===== src/rtl/parking_lane_monitor_pkg.sv =====
// parking_pkg: shared types and helpers for the parking lane monitor.
//   lane_state_t      - per-lane direction FSM state
//   S_*               - filtered sensor-pair encoding {outer, inner}
//   next_lane_state() - pure next-state function of the lane FSM
package parking_pkg;

  typedef enum logic [2:0] {
    IDLE    = 3'd0,
    E1      = 3'd1,
    E2      = 3'd2,
    E3      = 3'd3,
    X1      = 3'd4,
    X2      = 3'd5,
    X3      = 3'd6,
    RECOVER = 3'd7
  } lane_state_t;

  localparam logic [1:0] S_CLEAR = 2'b00;
  localparam logic [1:0] S_OUTER = 2'b10;
  localparam logic [1:0] S_BOTH  = 2'b11;
  localparam logic [1:0] S_INNER = 2'b01;

  // Any pair not listed for a state holds that state; an illegal jump parks in RECOVER,
  // which only releases once both sensors read clear.
  function automatic lane_state_t next_lane_state(input lane_state_t st, input logic [1:0] p);
    lane_state_t nxt;
    nxt = st;
    case (st)
      IDLE: begin
        case (p)
          S_OUTER: nxt = E1;
          S_INNER: nxt = X1;
          S_BOTH:  nxt = RECOVER;
          default: nxt = IDLE;
        endcase
      end
      E1: begin
        case (p)
          S_BOTH:  nxt = E2;
          S_CLEAR: nxt = IDLE;
          S_INNER: nxt = RECOVER;
          default: nxt = E1;
        endcase
      end
      E2: begin
        case (p)
          S_INNER: nxt = E3;
          S_OUTER: nxt = E1;
          S_CLEAR: nxt = RECOVER;
          default: nxt = E2;
        endcase
      end
      E3: begin
        case (p)
          S_CLEAR: nxt = IDLE;
          S_BOTH:  nxt = E2;
          S_OUTER: nxt = RECOVER;
          default: nxt = E3;
        endcase
      end
      X1: begin
        case (p)
          S_BOTH:  nxt = X2;
          S_CLEAR: nxt = IDLE;
          S_OUTER: nxt = RECOVER;
          default: nxt = X1;
        endcase
      end
      X2: begin
        case (p)
          S_OUTER: nxt = X3;
          S_INNER: nxt = X1;
          S_CLEAR: nxt = RECOVER;
          default: nxt = X2;
        endcase
      end
      X3: begin
        case (p)
          S_CLEAR: nxt = IDLE;
          S_BOTH:  nxt = X2;
          S_INNER: nxt = RECOVER;
          default: nxt = X3;
        endcase
      end
      RECOVER: begin
        case (p)
          S_CLEAR: nxt = IDLE;
          default: nxt = RECOVER;
        endcase
      end
      default: nxt = RECOVER;
    endcase
    return nxt;
  endfunction

endpackage


===== src/rtl/parking_lane_fsm.sv =====
// parking_lane_fsm: one gate lane. Synchronises and debounces the outer/inner sensors,
// then tracks the car direction and emits one-cycle enter/exit pulses.
// Ports:
//   clk, reset    - clock, synchronous active-high reset
//   outer, inner  - raw sensors, 1 = blocked
//   enter, exit   - registered one-cycle completion pulses
module parking_lane_fsm
  import parking_pkg::*;
#(
  parameter int DEBOUNCE = 4
) (
  input  logic clk,
  input  logic reset,
  input  logic outer,
  input  logic inner,
  output logic enter,
  output logic exit
);

  localparam int DCW = (DEBOUNCE < 2) ? 1 : $clog2(DEBOUNCE + 1);
  localparam logic [DCW-1:0] DB_LAST = DCW'((DEBOUNCE == 0) ? 0 : DEBOUNCE - 1);

  logic [1:0]     meta_r;
  logic [1:0]     sync_r;
  logic [1:0]     filt_r;
  logic [DCW-1:0] cnt_r [2];
  lane_state_t    state_r;
  logic           enter_r;
  logic           exit_r;

  // Two-flop synchroniser for the {outer, inner} pair.
  always_ff @(posedge clk) begin
    if (reset) begin
      meta_r <= 2'b00;
      sync_r <= 2'b00;
    end else begin
      meta_r <= {outer, inner};
      sync_r <= meta_r;
    end
  end

  // Per-sensor debounce: a new level is accepted on the DEBOUNCE-th consecutive
  // differing cycle; any agreeing cycle restarts the run.
  always_ff @(posedge clk) begin
    if (reset) begin
      filt_r <= 2'b00;
      for (int b = 0; b < 2; b++) cnt_r[b] <= {DCW{1'b0}};
    end else begin
      for (int b = 0; b < 2; b++) begin
        if (DEBOUNCE == 0) begin
          filt_r[b] <= sync_r[b];
          cnt_r[b]  <= {DCW{1'b0}};
        end else if (sync_r[b] != filt_r[b]) begin
          if (cnt_r[b] == DB_LAST) begin
            filt_r[b] <= sync_r[b];
            cnt_r[b]  <= {DCW{1'b0}};
          end else begin
            cnt_r[b] <= cnt_r[b] + DCW'(1);
          end
        end else begin
          cnt_r[b] <= {DCW{1'b0}};
        end
      end
    end
  end

  // Direction FSM and registered completion pulses; reset parks in RECOVER so a
  // sequence cut by reset can never be completed.
  always_ff @(posedge clk) begin
    if (reset) begin
      state_r <= RECOVER;
      enter_r <= 1'b0;
      exit_r  <= 1'b0;
    end else begin
      state_r <= next_lane_state(state_r, filt_r);
      enter_r <= (state_r == E3) && (filt_r == S_CLEAR);
      exit_r  <= (state_r == X3) && (filt_r == S_CLEAR);
    end
  end

  assign enter = enter_r;
  assign exit  = exit_r;

endmodule


===== src/rtl/parking_lane_monitor.sv =====
// parking_lane_monitor: N_LANES independent gate lanes merged into a saturating
// lot-occupancy counter.
// Ports:
//   clk, reset          - clock, synchronous active-high reset
//   outer, inner        - raw sensors per lane, 1 = blocked
//   enter, exit         - one-cycle completion pulses per lane
//   count               - registered occupancy 0..CAPACITY
//   full, empty         - decoded from registered count
//   overflow, underflow - one-cycle pulses when pulses were discarded by clamping
module parking_lane_monitor
  import parking_pkg::*;
#(
  parameter int N_LANES  = 2,
  parameter int CAPACITY = 15,
  parameter int DEBOUNCE = 4
) (
  input  logic                            clk,
  input  logic                            reset,
  input  logic [N_LANES-1:0]              outer,
  input  logic [N_LANES-1:0]              inner,
  output logic [N_LANES-1:0]              enter,
  output logic [N_LANES-1:0]              exit,
  output logic [$clog2(CAPACITY+1)-1:0]   count,
  output logic                            full,
  output logic                            empty,
  output logic                            overflow,
  output logic                            underflow
);

  localparam int CW = $clog2(CAPACITY + 1);
  localparam int NW = CW + $clog2(N_LANES + 1) + 1;
  localparam logic signed [NW-1:0] CAP_S  = NW'(CAPACITY);
  localparam logic signed [NW-1:0] ZERO_S = {NW{1'b0}};

  logic [CW-1:0]          count_r;
  logic                   overflow_r;
  logic                   underflow_r;
  logic [NW-1:0]          pc_enter_s;
  logic [NW-1:0]          pc_exit_s;
  logic signed [NW-1:0]   net_s;
  logic signed [NW-1:0]   sum_s;
  logic [CW-1:0]          count_nxt_s;
  logic                   overflow_nxt_s;
  logic                   underflow_nxt_s;

  function automatic logic [NW-1:0] popcount(input logic [N_LANES-1:0] v);
    logic [NW-1:0] acc;
    acc = {NW{1'b0}};
    for (int k = 0; k < N_LANES; k++) acc = acc + NW'(v[k]);
    return acc;
  endfunction

  for (genvar g = 0; g < N_LANES; g++) begin : g_lane
    parking_lane_fsm #(
      .DEBOUNCE(DEBOUNCE)
    ) u_lane (
      .clk  (clk),
      .reset(reset),
      .outer(outer[g]),
      .inner(inner[g]),
      .enter(enter[g]),
      .exit (exit[g])
    );
  end

  // Net all lane pulses first, then clamp once, so opposite pulses cancel at the limits.
  always_comb begin
    pc_enter_s      = popcount(enter);
    pc_exit_s       = popcount(exit);
    net_s           = $signed(pc_enter_s) - $signed(pc_exit_s);
    sum_s           = $signed(NW'(count_r)) + net_s;
    count_nxt_s     = count_r;
    overflow_nxt_s  = 1'b0;
    underflow_nxt_s = 1'b0;
    if (sum_s > CAP_S) begin
      count_nxt_s    = CW'(CAPACITY);
      overflow_nxt_s = 1'b1;
    end else if (sum_s < ZERO_S) begin
      count_nxt_s     = {CW{1'b0}};
      underflow_nxt_s = 1'b1;
    end else begin
      count_nxt_s = sum_s[CW-1:0];
    end
  end

  // Occupancy register and its error pulses.
  always_ff @(posedge clk) begin
    if (reset) begin
      count_r     <= {CW{1'b0}};
      overflow_r  <= 1'b0;
      underflow_r <= 1'b0;
    end else begin
      count_r     <= count_nxt_s;
      overflow_r  <= overflow_nxt_s;
      underflow_r <= underflow_nxt_s;
    end
  end

  assign count     = count_r;
  assign overflow  = overflow_r;
  assign underflow = underflow_r;
  assign full      = (count_r == CW'(CAPACITY));
  assign empty     = (count_r == {CW{1'b0}});

endmodule


===== config.mk =====
export PLATFORM = sky130hd
export DESIGN_NAME = parking_lane_monitor
export DESIGN_NICKNAME = d
export VERILOG_FILES = /design/src/rtl/parking_lane_monitor_pkg.sv /design/src/rtl/parking_lane_fsm.sv /design/src/rtl/parking_lane_monitor.sv
export SDC_FILE = /design/constraint.sdc
export NUM_CORES = 1
export LEC_CHECK = 0
export ABC_AREA = 0
export CAP_MARGIN = 20
export CELL_PAD_IN_SITES_DETAIL_PLACEMENT = 0
export CELL_PAD_IN_SITES_GLOBAL_PLACEMENT = 1
export CORE_MARGIN = 4
export CORE_UTILIZATION = 47
export CTS_BUF_LIST = sky130_fd_sc_hd__clkbuf_8
export CTS_CLUSTER_DIAMETER = 100
export DETAILED_ROUTE_END_ITERATION = 8
export HOLD_SLACK_MARGIN = 0.06
export PLACE_DENSITY_LB_ADDON = 0.1
export SYNTH_ARGS = -nofsm -noshare
export SYNTH_HDL_FRONTEND = slang
export SYNTH_HIERARCHICAL = 1
export SYNTH_SLANG_ARGS = --single-unit
export TNS_END_PERCENT = 50

===== constraint.sdc =====
create_clock -name clk -period 2.93 [get_ports clk]
set_input_delay 0.879 -clock clk [delete_from_list [all_inputs] [get_ports clk]]
set_output_delay 0.879 -clock clk [all_outputs]
set_load 0.05 [all_outputs]

==> flow_summary.json <==
{
  "status": "finished, final reports clean",
  "yosysWarnings": 6,
  "antenna_found_initial": 0,
  "dieArea_um2": 6080,
  "synth_cell_type_count": 50,
  "post-cts-setup-buffer-count": 0,
  "grt_max_degree": 18,
  "die_h_um": 78.0,
  "grt_pass1_wl_um": 7230,
  "min_from": "g_lane[0].u_lane/meta_r[0]",
  "fill_cells": 437,
  "drt-wirelength-per-cell_um": 11.7,
  "drtAntennaViolNets": 0,
  "io_pins": 18,
  "drv_cap": 0,
  "critPathArrivalTime_ps": 2990,
  "ys.flop_type": "dfxtp_1",
  "numClockSinks": 40,
  "fin_crit_ps": 2770,
  "vias": 1670,
  "syn_area_per_cell_um2": 9.91,
  "first_global_vias": 1620,
  "nets": 300,
  "drv_slew": 0,
  "async_reset_ff_frac": 0,
  "synth_area_leader_cell": "dfxtp_1",
  "drive_above_1_share": 0.109,
  "hold_viol": 0,
  "reg2regPathDepth": 12,
  "fmax_ghz": 0.361,
  "seq_area_frac_synth": 0.400,
  "clk_pin_slew_ps": 80,
  "syn-cell-area_um2": 2300,
  "first_pass_iters": 4,
  "synth_top_cells_by_count": "dfxtp_1 (28), ha_1 (28), inv_1 (27)",
  "grt_usage": 0.145,
  "ys_ff_latch": 40,
  "drtIter0Drc": 58,
  "place_congestion": 0.868,
  "r2r_setup_slack_ps": 160,
  "path_cells": "inv_1, fa_1, inv_1, ha_1, inv_1, ha_1, inv_2, ha_1, a21o_1, a31o_4, or3_4, o22ai_1",
  "powerDensity_nw_per_um2": 523,
  "yosys.area.top_type_share": 0.244,
  "cts_buffers": 5,
  "vias_per_cell": 5.03,
  "cts_root_buf": "clkbuf_8",
  "cts_tree": "built",
  "dp_slack_ps": 146,
  "synth_edf_count": 12,
  "leakagePower_nw": 1.19,
  "synth_area_leaders": "dfxtp_1 (24%), edfxtp_1 (16%), ha_1 (15%)",
  "holdCritPathClass": "register to register",
  "synthToLayoutAreaGrowth_pct": 17.0,
  "worstSetupPathType": "register to register",
  "report.final.setup_viol": 0,
  "clock_latency_ps": 280,
  "vdd_ir_drop_max_mv": 0.365,
  "relSlewSlack": 0.579,
  "worstMarginPinSlew_ps": 629,
  "n_antenna_cell": 0,
  "dp_hpwl_um": 2860,
  "r2r_end": "count[0]",
  "final.period_utilization": 0.947,
  "min_to": "g_lane[0].u_lane/sync_r[0]",
  "htree_levels": 2,
  "crit_required_ps": 3140,
  "initial_core_util": 0.487,
  "drc": 0,
  "clockBufferDepth": 2,
  "rsz0062_at_grt": "no",
  "rows": 25,
  "cp_max_fo": 5,
  "fin_ws_ps": 156,
  "clock_skew_ps": 7.91,
  "slowest_stage": "fa_1",
  "end_kind": "register",
  "portBuffers": 17,
  "startpoint_type": "register",
  "core_um2": 4720,
  "grt.overflow.total": 0,
  "finish.instance_area_um2": 2690,
  "slowest_delay_ps": 520,
  "placed_area_um2": 2600,
  "whs_path_depth": 1,
  "synthCells": 232,
  "routed_wirelength_um": 3870,
  "worstReg2RegStart": "g_lane[1].u_lane/enter",
  "tns_ps": 0,
  "die_w_um": 78.0
}
cell usage in the layout, fill, tap and decap left out, types with 2 or more instances in the layout:
cell type	n
clkbuf_8	5
edfxtp_1	12
o221ai_1	3
inv_2	2
a32oi_1	2
mux2_2	2
ha_1	28
clkdlybuf4s50_1	17
or3_1	4
or2_2	2
nor4_1	5
dfxtp_2	3
conb_1	12
nor3_1	4
o22ai_1	4
mux2i_1	6
a211o_1	4
inv_1	28
nor2_1	22
xnor2_1	5
a31oi_1	7
nor2b_1	8
nand2b_1	5
and3_2	2
buf_4	4
nand2_1	6
nand3_1	4
a21o_1	2
or4_1	2
dfxtp_1	25
a21oi_1	6
power breakdown:
| part | internal [mW] | leakage (nW) | switching (mW) | total, mW |
|---|---|---|---|---|
| registers | 0.614 | 0.356 | 0.0544 | 0.668 |
| clock network | 0.159 | 0.0482 | 0.181 | 0.340 |
| logic | 0.168 | 0.789 | 0.230 | 0.398 |
metrics by stage:
stage / util / hold WS [ps] / cells / total power [mW]
2_1_floorplan: - / 414 / 242 / 0.965
3_3_place_gp: 0.550 / 419 / 324 / 1.07
3_5_place_dp: 0.550 / 425 / 324 / 1.07
4_1_cts: 0.567 / 436 / 332 / 1.41
5_1_grt: 0.570 / 469 / 332 / 1.50
6_report: 0.570 / 431 / 332 / 1.41
worst max path at each step:
stage,depth (start not counted),endpoint,startpoint
after floorplan,12,count[2],g_lane[1].u_lane/enter
after global placement,12,count[2],g_lane[1].u_lane/enter
after detailed placement,12,count[1],g_lane[1].u_lane/enter
after CTS,12,count[1],g_lane[1].u_lane/enter
after global routing,12,count[1],g_lane[1].u_lane/enter
final,12,count[0],g_lane[1].u_lane/enter
sequential cells by signal (all words and copies together) (netlist names):
signal                 cells
g_lane.u_lane/filt_r       4
count                      4
underflow                  1
g_lane.u_lane/meta_r       4
g_lane.u_lane/sync_r       4
g_lane.u_lane/cnt_r       12
g_lane.u_lane/exit         2
overflow                   1
g_lane.u_lane/state_r      6
g_lane.u_lane/enter        2
per-layer routing:
layer  vias to the layer above  part of all wire  wire length (µm)  track usage
met2                        27              0.43              1660        0.215
met5                         -                 0                 0            0
met3                         6             0.034               133       0.0336
met4                         0             0.014                53       0.0559
met1                       764              0.52              2030        0.205
li1                        873                 -                 -            -
layout make-up:
cell class / instances / area [µm²] / share of cell area
repair buffers: 21 / 200 / 0.0744
flip-flops and latches: 40 / 925 / 0.344
inverters: 28 / 105 / 0.0391
clock inverters: 3 / 11.3 / 0.00419
well taps: 67 / 83.8 / 0.0312
multi-input cells: 168 / 1300 / 0.482
clock buffers: 5 / 68.8 / 0.0256
critical path: cells and delay by family, from the launching register on:
kind,cells,cell delay [ps]
flops,1,330
compound gates,3,650
buf+inv,4,250
simple gates,1,350
fa+ha+maj,4,1140
cells by family (layout without fill, tap and decap cells):
family | Yosys count | after routing | share of synthesized area
XOR/XNOR | 6 | 6 | 0.0229
multiplexers | 9 | 9 | 0.0473
AND/OR/NAND/NOR | 73 | 73 | 0.172
other | 2 | 12 | 0.00327
adder cells (fa/ha/maj) | 30 | 30 | 0.170
AO/OA/AOI/OAI | 38 | 38 | 0.124
flip-flops | 40 | 40 | 0.400
buffers and inverters | 34 | 57 | 0.0609
repair_timing:
item / 4_1_cts / 5_1_grt
resized for setup: 0 / 4
setup endpoints to repair: 0 / 3
hold buffers: 0 / 0
Power figures use the tool's default switching activity.
